[src/rtl/riscv_test_monitor_if.sv]
// riscv_test_monitor_if: taps on the core's I-mem, D-mem and RegFile write buses
interface riscv_test_monitor_if;
  logic        I_MEM_CSN;
  logic [31:0] I_MEM_ADDR;
  logic        D_MEM_CSN;
  logic        D_MEM_WEN;
  logic [31:0] D_MEM_ADDR;
  logic [31:0] D_MEM_DI;
  logic        RF_WE;
  logic [4:0]  RF_WA;
  logic [31:0] RF_WD;
  modport master (output I_MEM_CSN, I_MEM_ADDR, D_MEM_CSN, D_MEM_WEN, D_MEM_ADDR, D_MEM_DI, RF_WE, RF_WA, RF_WD);
  modport slave  (input  I_MEM_CSN, I_MEM_ADDR, D_MEM_CSN, D_MEM_WEN, D_MEM_ADDR, D_MEM_DI, RF_WE, RF_WA, RF_WD);
endinterface

[src/rtl/riscv_test_monitor.sv]
// riscv_test_monitor: passive end-of-test detector (tohost/self-loop/timeout) with run counters
module riscv_test_monitor #(
  parameter logic [31:0] TOHOST_ADDR = 32'h0000_3FF0,
  parameter int          LOOP_THRESH = 32,
  parameter logic [31:0] MAX_CYCLES  = 32'd100000,
  parameter int          CNT_W       = 32
) (
  input  logic                  CLK,
  input  logic                  RSTn,
  riscv_test_monitor_if.slave   bus,
  output logic                  DONE,
  output logic                  PASS,
  output logic                  TIMEOUT,
  output logic [31:0]           FAIL_CODE,
  output logic [CNT_W-1:0]      CYCLE_CNT,
  output logic [CNT_W-1:0]      WB_CNT
);
  localparam int LW = $clog2(LOOP_THRESH + 1);
  typedef enum logic [1:0] {IDLE, RUN, HALT} state_t;
  state_t            state_q, state_d;
  logic [CNT_W-1:0]  cyc_q, cyc_d, wb_q, wb_d;
  logic [31:0]       x10_q, x10_d, last_q, last_d, fc_q, fc_d;
  logic [LW-1:0]     loop_q, loop_d;
  logic              done_q, done_d, pass_q, pass_d, to_q, to_d;
  logic              run, fetch, tohost, loop_hit, timeout_hit, ended;
  always_comb begin
    run         = state_q == RUN;
    fetch       = run && !bus.I_MEM_CSN;
    // word match: the low two address bits are ignored
    tohost      = run && !bus.D_MEM_CSN && !bus.D_MEM_WEN && ((bus.D_MEM_ADDR ^ TOHOST_ADDR) >> 2) == 32'd0;
    x10_d       = (run && bus.RF_WE && bus.RF_WA == 5'd10) ? bus.RF_WD : x10_q;
    loop_d      = !fetch ? loop_q :
                  bus.I_MEM_ADDR != last_q ? LW'(1) :
                  loop_q == LW'(LOOP_THRESH) ? loop_q : loop_q + 1'b1;
    last_d      = fetch ? bus.I_MEM_ADDR : last_q;
    loop_hit    = fetch && loop_d == LW'(LOOP_THRESH);
    timeout_hit = run && cyc_q == CNT_W'(MAX_CYCLES - 32'd1);
    ended       = tohost || loop_hit || timeout_hit;
    cyc_d       = (run && ~&cyc_q) ? cyc_q + 1'b1 : cyc_q;
    wb_d        = (run && bus.RF_WE && |bus.RF_WA && ~&wb_q) ? wb_q + 1'b1 : wb_q;
    state_d     = (state_q == IDLE && !bus.I_MEM_CSN) ? RUN : ended ? HALT : state_q;
    done_d      = done_q || ended;
    pass_d      = tohost ? bus.D_MEM_DI == 32'd1 : loop_hit ? x10_d == 32'd0 : pass_q;
    to_d        = to_q || (timeout_hit && !tohost && !loop_hit);
    fc_d        = tohost ? bus.D_MEM_DI >> 1 : loop_hit ? x10_d : fc_q;
  end
  always_ff @(posedge CLK or negedge RSTn) begin
    if (!RSTn) begin
      state_q <= IDLE;
      cyc_q   <= '0;
      wb_q    <= '0;
      x10_q   <= '0;
      last_q  <= '0;
      loop_q  <= '0;
      fc_q    <= '0;
      done_q  <= 1'b0;
      pass_q  <= 1'b0;
      to_q    <= 1'b0;
    end else begin
      state_q <= state_d;
      cyc_q   <= cyc_d;
      wb_q    <= wb_d;
      x10_q   <= x10_d;
      last_q  <= last_d;
      loop_q  <= loop_d;
      fc_q    <= fc_d;
      done_q  <= done_d;
      pass_q  <= pass_d;
      to_q    <= to_d;
    end
  end
  assign DONE      = done_q;
  assign PASS      = pass_q;
  assign TIMEOUT   = to_q;
  assign FAIL_CODE = fc_q;
  assign CYCLE_CNT = cyc_q;
  assign WB_CNT    = wb_q;
endmodule

[src/flat_wrapper.sv]
// flat-port wrapper written by rule: the top's interface ports become plain ports
module riscv_test_monitor_flat 
#(
  parameter logic [31:0] TOHOST_ADDR = 32'h0000_3FF0,
  parameter int          LOOP_THRESH = 32,
  parameter logic [31:0] MAX_CYCLES  = 32'd100000,
  parameter int          CNT_W       = 32
)
  (CLK, RSTn, DONE, PASS, TIMEOUT, FAIL_CODE, CYCLE_CNT, WB_CNT, bus_I_MEM_CSN, bus_I_MEM_ADDR, bus_D_MEM_CSN, bus_D_MEM_WEN, bus_D_MEM_ADDR, bus_D_MEM_DI, bus_RF_WE, bus_RF_WA, bus_RF_WD);
  riscv_test_monitor_if bus_i ();
  input  logic CLK;
  input  logic RSTn;
  output logic DONE;
  output logic PASS;
  output logic TIMEOUT;
  output logic [31:0] FAIL_CODE;
  output logic [CNT_W-1:0] CYCLE_CNT;
  output logic [CNT_W-1:0] WB_CNT;
  input wire logic [$bits(bus_i.I_MEM_CSN)-1:0] bus_I_MEM_CSN;
  input wire logic [$bits(bus_i.I_MEM_ADDR)-1:0] bus_I_MEM_ADDR;
  input wire logic [$bits(bus_i.D_MEM_CSN)-1:0] bus_D_MEM_CSN;
  input wire logic [$bits(bus_i.D_MEM_WEN)-1:0] bus_D_MEM_WEN;
  input wire logic [$bits(bus_i.D_MEM_ADDR)-1:0] bus_D_MEM_ADDR;
  input wire logic [$bits(bus_i.D_MEM_DI)-1:0] bus_D_MEM_DI;
  input wire logic [$bits(bus_i.RF_WE)-1:0] bus_RF_WE;
  input wire logic [$bits(bus_i.RF_WA)-1:0] bus_RF_WA;
  input wire logic [$bits(bus_i.RF_WD)-1:0] bus_RF_WD;
  assign bus_i.I_MEM_CSN = bus_I_MEM_CSN;
  assign bus_i.I_MEM_ADDR = bus_I_MEM_ADDR;
  assign bus_i.D_MEM_CSN = bus_D_MEM_CSN;
  assign bus_i.D_MEM_WEN = bus_D_MEM_WEN;
  assign bus_i.D_MEM_ADDR = bus_D_MEM_ADDR;
  assign bus_i.D_MEM_DI = bus_D_MEM_DI;
  assign bus_i.RF_WE = bus_RF_WE;
  assign bus_i.RF_WA = bus_RF_WA;
  assign bus_i.RF_WD = bus_RF_WD;
  riscv_test_monitor #(.TOHOST_ADDR(TOHOST_ADDR), .LOOP_THRESH(LOOP_THRESH), .MAX_CYCLES(MAX_CYCLES), .CNT_W(CNT_W)) u_core (.CLK(CLK), .RSTn(RSTn), .bus(bus_i), .DONE(DONE), .PASS(PASS), .TIMEOUT(TIMEOUT), .FAIL_CODE(FAIL_CODE), .CYCLE_CNT(CYCLE_CNT), .WB_CNT(WB_CNT));
endmodule
[config.mk]
export PLATFORM = sky130hd
export DESIGN_NAME = riscv_test_monitor_flat
export DESIGN_NICKNAME = d
export VERILOG_FILES = /design/src/rtl/riscv_test_monitor_if.sv /design/src/rtl/riscv_test_monitor.sv /design/src/flat_wrapper.sv
export SDC_FILE = /design/constraint.sdc
export NUM_CORES = 1
export LEC_CHECK = 0
export BUFFER_PORTS_ARGS = -buffer_cell sky130_fd_sc_hd__buf_2
export CORE_MARGIN = 4
export CORE_UTILIZATION = 40
export CTS_CLUSTER_SIZE = 8
export DETAILED_ROUTE_END_ITERATION = 7
export PLACE_DENSITY = 0.7
export SYNTH_ARGS = -nofsm -noshare
export SYNTH_HDL_FRONTEND = slang
export SYNTH_SLANG_ARGS = --single-unit
[constraint.sdc]
create_clock -name CLK -period 2.6 [get_ports CLK]
set_clock_uncertainty 0.15 [all_clocks]
set_input_delay 0.78 -clock CLK [delete_from_list [all_inputs] [get_ports CLK]]
set_output_delay 0.78 -clock CLK [all_outputs]
set_load 0.02 [all_outputs]
# After elaboration in Yosys (flattened, before gate mapping)
# Index checks and enable logic that the tools add are counted.
classes:
  eq_ne: 7
  n_bitwise: 1
  add_sub_neg: 3
  mux: 10
  n_reduce_logical: 33
ops:
  columns: ["op", "n"]
  rows:
  - ["32-bit 2-to-1 mux", 3]
  - ["32-bit by 1-bit adder with 32-bit output (second input constant)", 2]
  - ["32-bit logical NOT", 2]
  - ["32-bit AND reduction", 2]
  - ["32-bit by 1-bit == test with 1-bit output (second input constant)", 1]
  - ["32-bit by 17-bit == test with 1-bit output (second input constant)", 1]
  - ["32-bit inequality test", 1]
  - ["6-bit 2-to-1 mux", 3]
  - ["1-bit logical AND", 14]
  - ["6-bit == test (second input constant)", 2]
  - ["10-bit NOT", 1]
  - ["1-bit logical NOT", 7]
  - ["6-bit by 1-bit adder with 6-bit output (second input constant)", 1]
  - ["5-bit by 4-bit == test with 1-bit output (second input constant)", 1]
  - ["5-bit OR reduction", 1]
  - ["1-bit logical OR", 4]
  - ["2-bit 2-to-1 mux", 2]
  - ["2-bit nonzero test", 2]
  - ["2-bit by 1-bit == test with 1-bit output (second input constant)", 1]
  - ["2-bit logical NOT", 1]
  - ["1-bit 2-to-1 mux", 2]
totals:
  reg_bits: 171
  output_inout_bits: 99
  inputBits: 139

# Depth between registers and ports, before layout
logic_depth:
  depth_word: 10
  ltp_mapped: 10

# Worst setup path before layout
# OpenSTA, ideal clock, no wires.
synth_path:
  kind: "input -> register"
  from: "in bus_I_MEM_CSN"
  to: "reg u_core.fc_q[14] (netlist: u_core.FAIL_CODE[14])"
  slack_ns: -0.208
  t_arrival_ns: 2.519
  required_time_ns: 2.311
  cell_stages: 8
  path_cell_list: "or3b_1 or4_1 a21o_1 or2_1 buf_6 buf_6 nor3_2 o31ai_2"
synth_via:
  elab_chain_cells: 6
synth_rtl:
  columns: ["item", "line_no", "text"]
  rows:
  - ["from (decl)", "flat_wrapper.sv:19", "input wire logic [$bits(bus_i.I_MEM_CSN)-1:0] bus_I_MEM_CSN;"]
  - ["1-bit logical NOT *", "riscv_test_monitor.sv:28", "fetch = run && !bus.I_MEM_CSN;"]
  - ["1-bit logical AND *", "riscv_test_monitor.sv:28", null]
  - ["6-bit 2-to-1 mux", "riscv_test_monitor.sv:32", "loop_d = !fetch ? loop_q :"]
  - ["6-bit == test", "riscv_test_monitor.sv:36", "loop_hit = fetch && loop_d == LW'(LOOP_THRESH);"]
  - ["1-bit logical AND *", "riscv_test_monitor.sv:36", null]
  - ["2-bit nonzero test (no line) *", null, null]
  - ["to (signal assigned)", "riscv_test_monitor.sv:55", "fc_q <= '0;"]
  - ["to (signal assigned)", "riscv_test_monitor.sv:66", "fc_q <= fc_d;"]
  - ["to (decl)", "riscv_test_monitor.sv:22", "logic [31:0] x10_q, x10_d, last_q, last_d, fc_q, fc_d;"]
# Mark *: on every way between the ends. The rest lies on a longest branch, timed or not.
# A chain may end at the register's enable or synchronous reset.

# Worst setup path in the final report
layout_path:
  from: "in bus_I_MEM_CSN"
  to: "reg u_core.fc_q[30] (netlist: u_core.FAIL_CODE[30])"
# The elaborated chain is that of the path after synthesis.

==> results.md <==
- Status: finished clean
- Actual slew at the worst max-slew pin: 648 ps
- Max Fclk: 402 MHz
- Max-cap viol count: 0
- Fin nets: 1225
- Antenna Cells: 0
- H-tree depth: 4
- CP endpoint kind: flip-flop
- Final Cycle Share: 95.7%
- Synthesis-stage register bit count: 171
- Leak: 0.00525 uW
- CP required: 2750 ps
- Die ar.: 23500 um^2
- Die Wd: 153 um
- Clk buf depth: 2
- RSZ-0062 raised after global routing: false
- CTS Buf Count: 17
- Core area: 20500 um^2
- Worst flop-to-flop path startpoint: u_core.state_q[1]
- Routed WL: 22.7 mm
- Cells after synthesis: 818
- Hold Crit Class: input pin to async pin
- Biggest area consumer among synthesized cells: dfrtp_1
- CTS clock-pin slew for the worst setup and hold paths: 80 ps
- Share of cells above drive strength 1: 36.4%
- Critical Path AT: 2630 ps
- Power density cells: 617 nW/um^2
- DRT iter0 DRCs: 315
- Startpoint Class: input pin
- Ys flop type: dfrtp_1
- IO Count: 238
- Synth top area cells: dfrtp_1 51%, nand2_1 7.4%, xnor2_1 5.4%
- Post-DP HPWL: 16.9 mm
- Rel. slew slack: 56.7%
- Fin crit period: 2490 ps
- Final core utilization: 53.3%
- Vias per std cell: 5.28
- Area delta synth->final: 29.7%
- Routed Antenna Nets: 0
- Post-synthesis sequential area ratio: 50.8%
- Drt wl/cell: 16.7 um
- Syn Area/Cell: 10.3 um^2
- Final setup viols: 0
- Cell Count, Final, Fillers Out: 1365
- Worst-Skew Late Latency: 420 ps
- Post-CTS Setup Bufs: 0
- Largest net degree at the start of global routing: 45
- Synth warnings: 0
- CTS tree: yes
- GRT Overall Usage: 19.2%
- Initial antenna violation count: 4
- CP max-delay cell: or4_1
- Hold_buf cts: 0
- WP buf/inv: 2
- Grt ovf: 0
- Hold Violations, Final: 0
- Crit path largest cell delay: 400 ps
- Drt drc: 0
- Post-synth EDFFs: 0
- Number of cells after detailed placement: 1333
- Vias in the first global route: 7291
- Syn Nets: 961
- Worst-path fanout max: 17
- 1st-pass router iterations: 4
- CP Cell Sequence: buf_2 -> or3b_4 -> or4_1 -> a21o_1 -> or2_2 -> buf_12 -> nor3_2 -> o31ai_2
- Distinct cells, synth: 45
- Placer congestion estimate: 0.827
- CP startpoint: bus_I_MEM_CSN
- Port Buffers: 235
- Max IR drop VDD: 0.577 mV
- Die Span Y: 153 um
- Via Count: 7213
- First-pass GRT wire length: 37.3 mm
- Crit-path leading delay family: simple AND/OR/NAND/NOR gates
- Starting Density: 41.1%
- Cell Rows: 52
- Slew Limit Fails: 0
- CTS root buf: clkbuf_16
- FFs w/ async S/R, synth: 100%
- Top-area cell type share of the netlist area: 50.8%
- Clock sink total: 171
- Post-synthesis cell area: 8430 um^2
- Crit Path Category: input pin to flip-flop
==> repair_timing <==
item	CTS	global route
setup endpoints to repair	0	30
hold endpoints to repair	0	0
resized for setup	0	5
==> sequential cells by signal, indices dropped and copies added (netlist names) <==
name	flops
u_core.TIMEOUT	1
u_core.PASS	1
u_core.state_q	2
u_core.WB_CNT	32
u_core.last_q	32
u_core.loop_q	6
u_core.CYCLE_CNT	32
u_core.FAIL_CODE	32
u_core.x10_q	32
u_core.DONE	1
==> per-stage QoR <==
stage / hold slack [ps] / setup TNS [ps] / power, uW / cell area (um^2) / setup WS, ps
3_3_place_gp: 285 / -10950 / 4180 / 10300 / -311
3_5_place_dp: 289 / -11830 / 4210 / 10300 / -325
6_report: 123 / 0 / 6740 / 10900 / 112
5_1_grt: 139 / 0 / 7080 / 10900 / 2.20
4_1_cts: 119 / 0 / 6830 / 10900 / 93.4
2_1_floorplan: 316 / -2500 / 3720 / 8490 / -90.3
==> cells in the mapped netlist, drive strengths merged (2+ instances only) <==
cell,instances
a21oi,39
ha,4
and3,14
nor3,44
a31oi,2
buf,14
o31ai,33
xor2,43
a211oi,5
nand3,34
nor4,42
o21a,2
nand2b,3
mux2,34
a21o,2
nor4b,4
clkbuf,22
a21boi,2
xnor2,52
nand2,165
nor2,22
and2,2
or2,2
nand3b,2
or3,2
inv,5
o21ai,4
and4,10
dfrtp,171
nand4,28
==> cell type report <==
cell class / instances / area [um^2]
fillers: 1863 / 9570
multi-input cells: 606 / 4030
inverters: 5 / 18.8
repair buffers: 281 / 1670
clock buffers: 18 / 439
well taps: 270 / 338
clock inverters: 14 / 158
flip-flops and latches: 171 / 4280
==> report_power, final <==
part	switching, uW	internal, uW
registers	232	2910
clock network	1130	1460
logic	575	440
==> cell usage in the layout, fill, tap and decap left out, types with 3 or more instances in the layout <==
cell type / netlist / routed
o21ai_0: 4 / 4
nand2b_1: 3 / 3
o31ai_1: 26 / 25
xor2_1: 43 / 43
nor4b_1: 4 / 3
o31ai_2: 7 / 8
nand2_1: 165 / 165
nor3_2: 32 / 25
nor4_1: 42 / 40
nand4_1: 28 / 28
clkbuf_16: 0 / 17
buf_2: 7 / 234
dfrtp_1: 171 / 171
and4_1: 10 / 10
a21oi_1: 39 / 39
a211oi_1: 5 / 5
and3_1: 14 / 14
nor3_1: 12 / 11
buf_12: 0 / 11
nand3_1: 34 / 33
mux2_2: 34 / 34
nor2_1: 21 / 20
buf_4: 0 / 34
clkinv_4: 0 / 3
inv_1: 5 / 5
xnor2_1: 52 / 52
ha_1: 4 / 4
nor3_4: 0 / 8
inv_6: 0 / 4
==> final timing paths <==
kind                                   endpoint  slack [ps]  cells past startpoint
setup / recovery           u_core.FAIL_CODE[30]         110                      8
hold / removal                 u_core.x10_q[22]         120                      1
setup reg to reg           u_core.FAIL_CODE[30]         140                      7
hold reg to reg                  u_core.TIMEOUT         300                      1
max in group asynchronous      u_core.WB_CNT[3]        1550                      2
min in group CLK                 u_core.TIMEOUT         300                      1
==> cells by family (layout without fill, tap and decap cells) <==
group                      Yosys count  in the layout  share of synthesized area (%)
muxes                               34             34                           4.54
xor gates and xnor gates            95             95                           9.88
DFF                                171            171                           50.8
AOI/OAI and AO/OA                   95             95                           7.75
buffers and inverters               41            318                           2.55
adders and majority gates            4              4                          0.594
and+or+nand+nor                    378            378                           23.9
==> metal layers <==
| metal | GRT usage, % | vias up | part of all wire, % |
|---|---|---|---|
| met2 | 30.7 | 215 | 48 |
| met5 | 0 | - | 0.21 |
| li1 | - | 3450 | - |
| met1 | 25.4 | 3513 | 43 |
| met4 | 4.84 | 8 | 1.5 |
| met3 | 6.08 | 27 | 7.5 |
Note: power is estimated with default switching activity, not from simulation.
